**config.mk**
```make
export PLATFORM = sky130hd
export DESIGN_NAME = count_capture
export DESIGN_NICKNAME = d
export VERILOG_FILES = /design/src/rtl/count_capture.sv
export SDC_FILE = /design/constraint.sdc
export NUM_CORES = 1
export LEC_CHECK = 0
export ABC_AREA = 0
export CAP_MARGIN = 20
export CORE_MARGIN = 5
export CORE_UTILIZATION = 52
export DETAILED_ROUTE_END_ITERATION = 12
export PLACE_DENSITY = 0.85
export SETUP_SLACK_MARGIN = 0.05
export SLEW_MARGIN = 5
export SYNTH_ARGS = -nofsm -noshare
export SYNTH_HDL_FRONTEND = slang
export SYNTH_SLANG_ARGS = --single-unit
```
**constraint.sdc**
```tcl
create_clock -name clk -period 3.5 [get_ports clk]
set_input_delay 0.525 -clock clk [delete_from_list [all_inputs] [get_ports clk]]
set_output_delay 0.525 -clock clk [all_outputs]
set_load 0.1 [all_outputs]
```
**src/rtl/count_capture.sv**
```systemverilog
// ----------------------------------------------------------------------------
// count_capture
//   Timestamp capture stage behind the free-running counter. The live count is
//   sampled on a rising edge of event_in, or when count first equals cmp_value
//   while compares are enabled. Each sample is tagged with its source and
//   pushed into a small show-ahead FIFO. The consumer drains it through a
//   valid/ready port. A capture that finds the FIFO full, with no pop on the
//   same edge, is dropped and raises a sticky overflow flag. The FIFO never
//   back-pressures the counter.
//
// Ports
//   clk        : clock, rising edge (same clock as the counter)
//   reset_n    : asynchronous active-low reset
//   count      : live counter value
//   event_in   : event level; a capture fires on its rising edge
//   cmp_en     : enables compare capture
//   cmp_value  : compare target
//   cap_data   : head-of-FIFO timestamp (0 when empty)
//   cap_src    : head source, bit0 = event, bit1 = compare (0 when empty)
//   cap_valid  : FIFO non-empty
//   cap_ready  : consumer accepts the head entry
//   level      : occupancy, 0..DEPTH
//   overflow   : sticky drop flag
//   clear_ovf  : clears overflow (a drop on the same edge wins)
// ----------------------------------------------------------------------------
module count_capture #(
   parameter int WIDTH = 32,
   parameter int DEPTH = 4
) (
   input  logic                       clk,
   input  logic                       reset_n,
   input  logic [WIDTH-1:0]           count,
   input  logic                       event_in,
   input  logic                       cmp_en,
   input  logic [WIDTH-1:0]           cmp_value,
   output logic [WIDTH-1:0]           cap_data,
   output logic [1:0]                 cap_src,
   output logic                       cap_valid,
   input  logic                       cap_ready,
   output logic [$clog2(DEPTH):0]     level,
   output logic                       overflow,
   input  logic                       clear_ovf
);

   localparam int AW = $clog2(DEPTH);
   localparam int LW = AW + 1;

   typedef struct packed {
      logic [1:0]       src;
      logic [WIDTH-1:0] data;
   } entry_t;

   entry_t            mem [DEPTH];
   logic [AW-1:0]     wr_ptr, rd_ptr;
   logic [LW-1:0]     lvl;
   logic              event_d, match_d;

   logic              match, ev_hit, cmp_hit;
   logic              wr, pop, full, wr_ok, drop;
   entry_t            head;

   // Edge detection: both history registers reset to 0, so a level already
   // high when reset is released counts as a fresh edge.
   assign match   = cmp_en & (count == cmp_value);
   assign ev_hit  = event_in & ~event_d;
   assign cmp_hit = match & ~match_d;

   assign wr    = ev_hit | cmp_hit;
   assign pop   = cap_valid & cap_ready;
   assign full  = (lvl == LW'(DEPTH));
   // When full, wr_ptr == rd_ptr; a same-edge pop frees exactly the slot the
   // write lands in, and the head has already been presented combinationally.
   assign wr_ok = wr & (~full | pop);
   assign drop  = wr & full & ~pop;

   always_ff @(posedge clk or negedge reset_n) begin
      if (!reset_n) begin
         event_d <= 1'b0;
         match_d <= 1'b0;
      end else begin
         event_d <= event_in;
         match_d <= match;
      end
   end

   // Storage needs no reset: every read is gated by cap_valid.
   always_ff @(posedge clk) begin
      if (wr_ok) mem[wr_ptr] <= '{src: {cmp_hit, ev_hit}, data: count};
   end

   always_ff @(posedge clk or negedge reset_n) begin
      if (!reset_n) begin
         wr_ptr <= '0;
         rd_ptr <= '0;
         lvl    <= '0;
      end else begin
         if (wr_ok) wr_ptr <= wr_ptr + AW'(1);
         if (pop)   rd_ptr <= rd_ptr + AW'(1);
         case ({wr_ok, pop})
            2'b10:   lvl <= lvl + LW'(1);
            2'b01:   lvl <= lvl - LW'(1);
            default: lvl <= lvl;
         endcase
      end
   end

   always_ff @(posedge clk or negedge reset_n) begin
      if (!reset_n)       overflow <= 1'b0;
      else if (drop)      overflow <= 1'b1;
      else if (clear_ovf) overflow <= 1'b0;
   end

   always_comb begin
      head = mem[rd_ptr];
      if (!cap_valid) head = '0;
   end

   assign cap_valid = (lvl != '0);
   assign cap_data  = head.data;
   assign cap_src   = head.src;
   assign level     = lvl;

endmodule

```
==> impl_results.md <==
* Gr ovfl total at 0
* Starting Density at a little over half
* Outcome: complete, no violations
* Depth of the worst register-to-register path at 8
* Worst-path maximum fanout at 5
* RSZ-0062 raised after global routing: false
* Startpoint Class: input pin
* Minimum clock period at 3000 ps
* Final setup vio count at 0
* Critical path class: in2reg
* Most used DFF post-synth: edfxtp_1
* Worst-Margin Slew at about 1000 ps
* Endpoints failing hold at 0
* Post-route clock period utilization at 85.6%
* Worst-path clk slew at 60 ps
* Initial antenna violation count at 0
* Number of CTS-inserted buffers at 17
* Hold Buf Count CTS at 0
* Hold Path Class: in2async
* Layout cells sized above 1 at 26.9%
* Worst relative slew slack at 35.0%
* Critical path origin: count[19]
* Asr flop ratio synth at 6.85%
* Per-cell routed wire length at 21.4 µm
* Achievable Freq at 0.334 GHz
* Nets@finish at 524
* Overall routing resource usage at 19.6%
* Arr. time, crit path at 3350 ps
* YS warnings at 0
* Final setup skew at 7.41 ps
* Clk Latency, worst-skew pair at 420 ps
* H-tree levels at 4
* DR vias/cell at 5.51
* R2r setup slk at 930 ps
* Final count of pins violating max slew at 0
* Total Neg Setup Slack at 0 ps
* Synthesized flop and latch total at 146
* Core region area at 11500 µm²
* Util after Layout at 69.8%
* DRT iter0 DRCs at between 150 and 200
* # rows at 39
* Maxcap violations at 0
* Vias at 3329
* Worst reg2reg endpoint: level[1]$_DFFE_PN0P_
* Fillers at 724
* Io pins at approximately 110
* PortBufs at ~110
* Post-synthesis sequential area ratio at roughly 71%
* GP Congestion at 0.798
* Die Y at 118 µm
* R2r startpoint: level[0]$_DFFE_PN0P_
* Largest net degree at the start of global routing at 36
* Detail Route Antenna Nets at 0
* Inserted Diodes at 0
* Post-CTS sizing at 0
* Mapped Area at 6110 µm²
* CP Capture Type: register
* Drt drc at 0
* Root Buffer: clkbuf_16
* Post-synth EDFFs at roughly 140
* Die area at 14000 µm²
* Syn_nets at 398
* CTS tree: built
* Setup bufs post-CTS at 0
* Syn Inst Count at 323
* Post-synth cell types at 37
* DPL Wire Length at 8600 µm
* Clock sink count at 146
* First-pass GRT wire length at 20700 µm
* Critical Path End: level[1]$_DFFE_PN0P_
* Avg Inst Size Synth at 18.9 µm²
* CTS Buffer Depth at 2
* WP data required at 3850 ps
* Post-Route WL at 12900 µm
* Die span in x at 118 µm
* Vias in the first global route at 3721
* Synth-to-Final Area Change at 30.9%
* DR pass1 iterations at 4
## layer usage
layer / routed length (µm) / track usage [%]
met1: 5210 / 25.1
met2: 6840 / 32.2
met3: 685 / 6.45
met4: 203 / 5.67
met5: 0 / 0
## cell usage in the layout (no fill, tap or decap), drive strengths merged
cell type / n
bufinv: 3
edfxtp: 136
a211oi: 1
nand2b: 2
a21oi: 2
and2: 35
fa: 1
and2b: 2
xnor2: 33
o21a: 1
nand3: 3
o22ai: 1
clkinvlp: 2
mux2: 2
nand2: 5
nor3: 1
mux4: 34
clkbuf: 19
or2: 2
nor2: 3
a41oi: 1
clkinv: 6
inv: 5
clkdlybuf4s50: 72
nand3b: 1
or3: 1
ha: 4
xor2: 4
and3: 7
o211ai: 1
dfrtp: 10
buf: 50
nor4: 5
nand4: 6
## sequential cells by signal (all words and copies together) (netlist names)
name / count
mem: 136
level: 3
event_d: 1
overflow: 1
match_d: 1
rd_ptr: 2
wr_ptr: 2
## critical path: stages
cell and delay [ps]:
clkdlybuf4s50_1 530, xor2_1 200, nor4_1 370, buf_4 170, and3_1 170, and3_4 180, or2_1 120, nor2_1 60
fa_1 550, o211ai_1 110, nor3_1 200, a41oi_1 80, nand3_1 100
## synthesized netlist by cell type (5+ instances only)
master | instances | area, µm²
edfxtp_1 | 136 | 4080
and2_1 | 34 | 213
mux4_2 | 34 | 766
xnor2_1 | 33 | 289
dfrtp_1 | 10 | 250
clkbuf_1 | 9 | 33.8
and3_1 | 6 | 37.5
nand4_1 | 6 | 37.5
nand2_1 | 5 | 18.8
## final cells by class
cell class | count | area [µm²] | share of cell area (%)
clock buffers | 19 | 433 | 5.41
clock inverters | 12 | 140 | 1.75
inverters | 4 | 15.0 | 0.188
multi-input cells | 158 | 1690 | 21.2
flip-flops and latches | 146 | 4340 | 54.2
well taps | 143 | 179 | 2.23
repair buffers | 122 | 1210 | 15.1
## how the worst min path moves through the flow
stage	start	to	cells past startpoint
2_1_floorplan	reset_n	event_d$_DFF_PN0_	0
3_3_place_gp	overflow$_DFFE_PN0P_	overflow$_DFFE_PN0P_	2
3_5_place_dp	overflow$_DFFE_PN0P_	overflow$_DFFE_PN0P_	2
4_1_cts	reset_n	level[0]$_DFFE_PN0P_	1
5_1_grt	reset_n	event_d$_DFF_PN0_	1
6_report	reset_n	overflow$_DFFE_PN0P_	1
## stage by stage
| stage | instances | cell area [µm²] | setup WS [ps] | hold slack [ps] |
|---|---|---|---|---|
| after floorplan | 323 | 6120 | 130 | 229 |
| after global placement | 573 | 7430 | 141 | 518 |
| after detailed placement | 573 | 7430 | 97.0 | 526 |
| after CTS | 604 | 8010 | 497 | 429 |
| after global routing | 604 | 8010 | 303 | 465 |
| final | 604 | 8010 | 505 | 439 |
## kinds of logic after synthesis
logic type	share of synthesized area (%)
AO/OA/AOI/OAI	0.860
XOR/XNOR	5.30
adder cells (fa/ha/maj)	1.15
buffers and inverters	1.49
flip-flops	70.9
multiplexers	13.0
AND/OR/NAND/NOR	7.37
Power is not shown: default switching activity piles up to over one toggle a cycle in this logic, so the estimate is an artifact.
